$ cat src/rtl/rob_flush_pkg.sv
// Shared types and defaults for the reorder buffer.
// pipTypes holds the pipeline-wide entry payload.
package pipTypes;
  typedef struct packed {
    logic [31:0] pc;
    logic [4:0]  rd;
    logic        exc;
  } rob_entry_t;
endpackage

package rob_flush_pkg;
  localparam int ROB_DEPTH = 16;
  localparam int ROB_INS   = 2;
  localparam int ROB_EXT   = 2;
endpackage

$ cat src/rtl/rob_flush_if.sv
// Reorder buffer request/response bundle.
// master drives requests, slave is the buffer.
interface rob_flush_if
  import pipTypes::*;
  import rob_flush_pkg::*;
#(
  parameter type T         = rob_entry_t,
  parameter int  DEPTH     = ROB_DEPTH,
  parameter int  INS_COUNT = ROB_INS,
  parameter int  EXT_COUNT = ROB_EXT
);
  localparam int IW  = $clog2(DEPTH);
  localparam int RCW = $clog2(INS_COUNT + 1);
  localparam int ECW = $clog2(EXT_COUNT + 1);

  logic                         reserve;
  logic [RCW-1:0]               reserve_count;
  logic [INS_COUNT-1:0][IW-1:0] reserved_slots;
  logic                         reserve_ok;
  logic [INS_COUNT-1:0]         write_valid;
  logic [INS_COUNT-1:0][IW-1:0] write_slot;
  T                             write_data [INS_COUNT];
  logic [EXT_COUNT-1:0]         retire_valid;
  T                             retire_data [EXT_COUNT];
  logic [ECW-1:0]               retire_count;
  logic                         flush;
  logic [IW-1:0]                flush_slot;
  logic                         flush_all;
  logic [IW:0]                  used_count;
  logic                         empty;
  logic                         full;

  modport master (
    output reserve, reserve_count,
    output write_valid, write_slot, write_data,
    output retire_count,
    output flush, flush_slot, flush_all,
    input  reserved_slots, reserve_ok,
    input  retire_valid, retire_data,
    input  used_count, empty, full
  );

  modport slave (
    input  reserve, reserve_count,
    input  write_valid, write_slot, write_data,
    input  retire_count,
    input  flush, flush_slot, flush_all,
    output reserved_slots, reserve_ok,
    output retire_valid, retire_data,
    output used_count, empty, full
  );
endinterface

$ cat src/rtl/rob_flush_retire_sel.sv
// Retire window selector: keeps the contiguous
// ready prefix of the head lanes and counts it.
module rob_retire_sel #(
  parameter int N = 2
) (
  input  logic [N-1:0]             ok_i,
  output logic [N-1:0]             mask_o,
  output logic [$clog2(N+1)-1:0]   cnt_o
);
  logic run;

  always_comb begin
    mask_o = '0;
    cnt_o  = '0;
    run    = 1'b1;
    for (int i = 0; i < N; i++) begin
      run       = run & ok_i[i];
      mask_o[i] = run;
      if (run) cnt_o = cnt_o + 1'b1;
    end
  end
endmodule

$ cat src/rtl/rob_flush.sv
// Circular reorder buffer with multi-slot reserve,
// out-of-order completion, in-order retire and flush.
module rob_flush
  import pipTypes::*;
  import rob_flush_pkg::*;
#(
  parameter type T         = rob_entry_t,
  parameter int  DEPTH     = ROB_DEPTH,
  parameter int  INS_COUNT = ROB_INS,
  parameter int  EXT_COUNT = ROB_EXT
) (
  input  logic      clock,
  input  logic      reset,
  rob_flush_if.slave rob
);
  localparam int IW  = $clog2(DEPTH);
  localparam int RCW = $clog2(INS_COUNT + 1);
  localparam int ECW = $clog2(EXT_COUNT + 1);

  logic [IW-1:0]        head_q, head_d;
  logic [IW-1:0]        tail_q, tail_d;
  logic [IW:0]          used_q, used_d;
  logic [DEPTH-1:0]     valid_q, valid_d;
  T                     buf_q [DEPTH];

  logic [EXT_COUNT-1:0] lane_ok, ret_mask;
  logic [ECW-1:0]       ret_avail, ret_n;
  logic [INS_COUNT-1:0] wr_en;
  logic [IW-1:0]        flush_off;
  logic                 flush_ok, res_ok, acc;

  always_comb begin
    lane_ok = '0;
    for (int i = 0; i < EXT_COUNT; i++) begin
      lane_ok[i] = ((IW+1)'(i) < used_q)
                && valid_q[head_q + IW'(i)];
    end
  end

  rob_retire_sel #(.N(EXT_COUNT)) u_sel (
    .ok_i   (lane_ok),
    .mask_o (ret_mask),
    .cnt_o  (ret_avail)
  );

  assign ret_n = (rob.retire_count > ret_avail)
               ? ret_avail : rob.retire_count;

  assign res_ok = ((IW+1)'(DEPTH) - used_q)
               >= (IW+1)'(INS_COUNT);
  assign acc = rob.reserve && res_ok
            && !rob.flush && !rob.flush_all;

  assign flush_off = rob.flush_slot - head_q;
  assign flush_ok  = rob.flush
                  && ({1'b0, flush_off} < used_q);

  always_comb begin
    head_d  = head_q + IW'(ret_n);
    tail_d  = tail_q;
    used_d  = used_q - (IW+1)'(ret_n);
    valid_d = valid_q;
    wr_en   = '0;
    for (int i = 0; i < INS_COUNT; i++) begin
      if (rob.write_valid[i]
          && ({1'b0, rob.write_slot[i] - head_q} < used_q))
        wr_en[i] = 1'b1;
    end
    if (rob.flush_all) begin
      tail_d  = head_d;
      used_d  = '0;
      valid_d = '0;
      wr_en   = '0;
    end else if (flush_ok) begin
      tail_d = rob.flush_slot + 1'b1;
      used_d = {1'b0, flush_off} + (IW+1)'(1)
             - (IW+1)'(ret_n);
      // completions landing on discarded slots vanish
      for (int i = 0; i < INS_COUNT; i++) begin
        if ((rob.write_slot[i] - head_q) > flush_off)
          wr_en[i] = 1'b0;
      end
    end else if (acc) begin
      tail_d = tail_q + IW'(rob.reserve_count);
      used_d = used_q - (IW+1)'(ret_n)
             + (IW+1)'(rob.reserve_count);
      for (int i = 0; i < INS_COUNT; i++) begin
        if (RCW'(i) < rob.reserve_count)
          valid_d[tail_q + IW'(i)] = 1'b0;
      end
    end
    for (int i = 0; i < INS_COUNT; i++) begin
      if (wr_en[i]) valid_d[rob.write_slot[i]] = 1'b1;
    end
  end

  always_ff @(posedge clock) begin
    if (reset) begin
      head_q  <= '0;
      tail_q  <= '0;
      used_q  <= '0;
      valid_q <= '0;
    end else begin
      head_q  <= head_d;
      tail_q  <= tail_d;
      used_q  <= used_d;
      valid_q <= valid_d;
    end
  end

  // later lanes win on equal slots via NBA ordering
  always_ff @(posedge clock) begin
    for (int i = 0; i < INS_COUNT; i++) begin
      if (wr_en[i])
        buf_q[rob.write_slot[i]] <= rob.write_data[i];
    end
  end

  always_comb begin
    for (int i = 0; i < INS_COUNT; i++)
      rob.reserved_slots[i] = tail_q + IW'(i);
    for (int i = 0; i < EXT_COUNT; i++)
      rob.retire_data[i] = buf_q[head_q + IW'(i)];
  end

  assign rob.reserve_ok   = res_ok;
  assign rob.retire_valid = ret_mask;
  assign rob.used_count   = used_q;
  assign rob.empty        = (used_q == '0);
  assign rob.full         = (used_q == (IW+1)'(DEPTH));
endmodule

$ cat src/flat_wrapper.sv
// flat-port wrapper written by rule: the top's interface ports become plain ports
module rob_flush_flat import pipTypes::*; import rob_flush_pkg::*;
#(
  parameter type T         = rob_entry_t,
  parameter int  DEPTH     = ROB_DEPTH,
  parameter int  INS_COUNT = ROB_INS,
  parameter int  EXT_COUNT = ROB_EXT
)
  (clock, reset, rob_reserve, rob_reserve_count, rob_write_valid, rob_write_slot, rob_write_data, rob_retire_count, rob_flush, rob_flush_slot, rob_flush_all, rob_reserved_slots, rob_reserve_ok, rob_retire_valid, rob_retire_data, rob_used_count, rob_empty, rob_full);
  rob_flush_if #(.T(T), .DEPTH(DEPTH), .INS_COUNT(INS_COUNT), .EXT_COUNT(EXT_COUNT)) rob_i ();
  input  logic clock;
  input  logic reset;
  input wire logic [$bits(rob_i.reserve)-1:0] rob_reserve;
  input wire logic [$bits(rob_i.reserve_count)-1:0] rob_reserve_count;
  input wire logic [$bits(rob_i.write_valid)-1:0] rob_write_valid;
  input wire logic [$bits(rob_i.write_slot)-1:0] rob_write_slot;
  input wire logic [$bits(rob_i.write_data)-1:0] rob_write_data;
  input wire logic [$bits(rob_i.retire_count)-1:0] rob_retire_count;
  input wire logic [$bits(rob_i.flush)-1:0] rob_flush;
  input wire logic [$bits(rob_i.flush_slot)-1:0] rob_flush_slot;
  input wire logic [$bits(rob_i.flush_all)-1:0] rob_flush_all;
  output wire logic [$bits(rob_i.reserved_slots)-1:0] rob_reserved_slots;
  output wire logic [$bits(rob_i.reserve_ok)-1:0] rob_reserve_ok;
  output wire logic [$bits(rob_i.retire_valid)-1:0] rob_retire_valid;
  output wire logic [$bits(rob_i.retire_data)-1:0] rob_retire_data;
  output wire logic [$bits(rob_i.used_count)-1:0] rob_used_count;
  output wire logic [$bits(rob_i.empty)-1:0] rob_empty;
  output wire logic [$bits(rob_i.full)-1:0] rob_full;
  assign rob_i.reserve = rob_reserve;
  assign rob_i.reserve_count = rob_reserve_count;
  assign rob_i.write_valid = rob_write_valid;
  assign rob_i.write_slot = rob_write_slot;
  assign rob_i.write_data = {>>{rob_write_data}};
  assign rob_i.retire_count = rob_retire_count;
  assign rob_i.flush = rob_flush;
  assign rob_i.flush_slot = rob_flush_slot;
  assign rob_i.flush_all = rob_flush_all;
  assign rob_reserved_slots = rob_i.reserved_slots;
  assign rob_reserve_ok = rob_i.reserve_ok;
  assign rob_retire_valid = rob_i.retire_valid;
  assign rob_retire_data = {>>{rob_i.retire_data}};
  assign rob_used_count = rob_i.used_count;
  assign rob_empty = rob_i.empty;
  assign rob_full = rob_i.full;
  rob_flush #(.T(T), .DEPTH(DEPTH), .INS_COUNT(INS_COUNT), .EXT_COUNT(EXT_COUNT)) u_core (.clock(clock), .reset(reset), .rob(rob_i));
endmodule
$ cat config.mk
export PLATFORM = sky130hd
export DESIGN_NAME = rob_flush_flat
export DESIGN_NICKNAME = d
export VERILOG_FILES = /design/src/rtl/rob_flush_pkg.sv /design/src/rtl/rob_flush_if.sv /design/src/rtl/rob_flush_retire_sel.sv /design/src/rtl/rob_flush.sv /design/src/flat_wrapper.sv
export SDC_FILE = /design/constraint.sdc
export NUM_CORES = 1
export LEC_CHECK = 0
export ABC_AREA = 0
export ABC_CLOCK_PERIOD_IN_PS = 5000
export BUFFER_PORTS_ARGS = -buffer_cell sky130_fd_sc_hd__buf_2
export CORE_MARGIN = 4
export CORE_UTILIZATION = 40
export DETAILED_ROUTE_END_ITERATION = 12
export PLACE_DENSITY = 0.66
export SLEW_MARGIN = 20
export SYNTH_ARGS = -nofsm -noshare
export SYNTH_HDL_FRONTEND = slang
export SYNTH_SLANG_ARGS = --single-unit
$ cat constraint.sdc
create_clock -name clock -period 5 [get_ports clock]
set_input_delay 0.75 -clock clock [delete_from_list [all_inputs] [get_ports clock]]
set_output_delay 0.75 -clock clock [all_outputs]
set_load 0.02 [all_outputs]
==> flow_summary_export.csv <==
group,metric,value,unit
setup_path,endpoint_kind,"primary output",
setup_path,crit_required,4250,ps
setup_path,crit_path_start_kind,"flip-flop",
logic_synthesis,synth-seq-cells,637,
logic_synthesis,yosys.area.top_type_share,46.8,%
sta,fmax,0.203,GHz
sta,setup_viol,0,
logic_synthesis,seq_area_frac_synth,48.3,%
logic_synthesis,synth_ff_type,"edfxtp_1",
clock_network,numCtsBuffers,72,
global_routing,track_usage,23.0,%
placement,dpl.hpwl,67500,um
cells_and_area,post-route-util,45.3,%
status,status,"finished clean",
global_routing,antenna_found_initial,20,
cells_and_area,synthToLayoutAreaGrowth,12.3,%
sta,max_slew_margin,30.0,%
drt,wirelength,121000,um
pwr,pwr-share-seq,44.9,%
placement,place.port_buffers,192,
logic_synthesis,yosysUniqueCellTypes,64,
logic_synthesis,synthArstFlopShare,0,%
placement,place_area,41500,um^2
drt,final_antenna_net_count,0,
logic_synthesis,syn_nets,2503,
floorplan,row_count,114,
cells_and_area,post-route-cell-area,43800,um^2
setup_path,crit_path_top_delay_cell,"buf_4",
sta,worstMarginPinSlew,1050,ps
sta,rsz0062_at_grt,"no",
global_routing,grt_max_degree,100,
global_routing,grt_pass1_wl,175000,um
pwr,total_leakage_power,13.6,nW
drt,drt_iter0_markers,2941,
floorplan,die-area,103000,um^2
setup_path,arrival,4170,ps
pwr,ir_drop,0.000216,V
placement,gp_congestion,0.846,
sta,finClkSkew,22.9,ps
logic_synthesis,synth_edf_count,608,
cells_and_area,layout_commonest_cell,"edfxtp_1",
sta,hold_violations,0,
cells_and_area,layout_common_cells,"edfxtp_1, mux2_2, mux4_2",
sta,slew_viol_final,0,
cells_and_area,multiInputGateArea,19000,um^2
clock_network,cts.path.max_buffers,3,
clock_network,post_cts_buffers,0,
cells_and_area,register_area,18800,um^2
drt,dr.pass1.iters,6,
drt,viasPerCell,6.51,
pwr,power_switching,3.58,mW
pwr,clkPwrFrac,38.1,%
drt,drcViolationCount,0,
cells_and_area,nFillCells,8306,
setup_path,slowest_delay,810,ps
drt,detail_route.wl_per_cell,32.0,um
clock_network,cts_max_level,3,
logic_synthesis,yosysWarnings,0,
setup_path,path_delay_family,"buffers and inverters",
pwr,p_comb_share,17.0,%
setup_path,cp_max_fo,55,
clock_network,clockRootBuffer,"clkbuf_16",
logic_synthesis,syn_area,39000,um^2
hold_path,holdCritPathClass,"in -> reg",
floorplan,fp.dieH,320,um
clock_network,ctsHoldBuffers,0,
floorplan,core,96700,um^2
sta,fin_ws,78.9,ps
pwr,p_per_area,305,nW/um^2
setup_path,path_buf_inv,3,
drt,num_vias,24500,
global_routing,overflow,0,
run,drv_cap,0,
cells_and_area,finalNetCount,2583,
sta,fin_crit_sh,98.4,%
sta,hold_ws,566,ps
clock_network,cts_tree,"built",
logic_synthesis,syn_avg_cell_area,16.6,um^2
setup_path,path_class,"reg -> out",
clock_network,clk-insertion-delay-late,630,ps
logic_synthesis,synthTopCellsByArea,"edfxtp_1, mux4_2, mux2_2",
setup_path,worstPathCellList,"ha_4, buf_4, buf_4, mux4_2, mux4_2, buf_2",
clock_network,cts_sinks,637,
pwr,swShare,26.8,%
global_routing,grt_pass1_vias,25300,
logic_synthesis,netlist_instances,2344,
placement,dpl_worst_slack,317,ps
floorplan,die_w,320,um
logic_synthesis,yosysTopAreaCell,"edfxtp_1",
sta,fin_setup_tns,0,ps
pwr,p_int,9.80,mW
cells_and_area,drive_above_1_share,54.3,%
sta,min_period,4920,ps
floorplan,start_util,40.3,%
floorplan,io_pins,193,
clock_network,clkSlewWorstSetupHoldPaths,60,ps
==> what timing repair did <==
action,CTS,global route
gates resized for setup,2,2
cloned,0,1
setup endpoints to repair,25,23
==> power groups by stage <==
stage	sequential, mW	combinational [mW]	clock, mW
finish	6.01	2.27	5.10
global route	6.01	2.43	5.41
detailed placement	6.12	2.24	0
floorplan	6.10	1.58	0
global placement	6.11	2.20	0
CTS	6.01	2.26	5.17
==> path summary, 6_finish.rpt <==
path / slack (ps) / from / cells past startpoint / endpoint
max reg2reg: 390 / u_core.head_q[1] / 18 / u_core.rob.used_count[4]
min reg2reg: 570 / u_core.valid_q[0] / 2 / u_core.valid_q[0]
min: 570 / rob_flush_all / 3 / u_core.tail_q[2]
max: 80 / u_core.head_q[1] / 6 / rob_retire_data[7]
==> registers in the layout, summed over array words and instances, names as in the netlist <==
name and cells:
u_core.head_q 4, u_core.buf_q 608, u_core.rob.used_count 5, u_core.tail_q 4
u_core.valid_q 16
==> area by class of cell <==
cell class              count  area share (%)
multi-input cells        1412            43.4
repair buffers            264            4.51
well taps                1276            3.64
clock buffers              96            4.41
diodes                     10          0.0571
inverters                  37           0.323
flip-flops and latches    637            43.0
clock inverters            33           0.682
==> tightest hold or removal path, stage by stage <==
cell	delay (ps)
buf_2	190
nand2_1	90
a311oi_1	80
==> cells by family after synthesis <==
logic type | after synthesis | synth area share [%]
buffers and inverters | 295 | 3.66
AND/OR/NAND/NOR | 133 | 1.64
XOR/XNOR | 28 | 0.664
flip-flops | 637 | 48.3
adder cells (fa/ha/maj) | 60 | 2.08
multiplexers | 1002 | 40.1
AO/OA/AOI/OAI | 189 | 3.53
==> metrics by stage <==
| step | total power, mW | instances |
|---|---|---|
| 2_1_floorplan | 7.67 | 2344 |
| 3_3_place_gp | 8.31 | 3623 |
| 3_5_place_dp | 8.36 | 3623 |
| 4_1_cts | 13.4 | 3752 |
| 5_1_grt | 13.8 | 3759 |
| 6_report | 13.4 | 3765 |
==> synth_stat cells, types with 30 or more instances <==
library cell,n
buf_2,68
clkbuf_1,127
edfxtp_1,608
ha_1,52
inv_1,36
mux2_1,57
mux2_2,552
mux4_2,389
nand2_1,33
nor2_1,40
o211ai_1,30
o21ai_0,30
==> per-layer routing <==
layer	wire, um	global-route usage (%)
met5	54	0
met1	45900	29.7
met4	4280	8.01
met2	60200	39.3
met3	10300	4.23
Power figures use the tool's default switching activity.
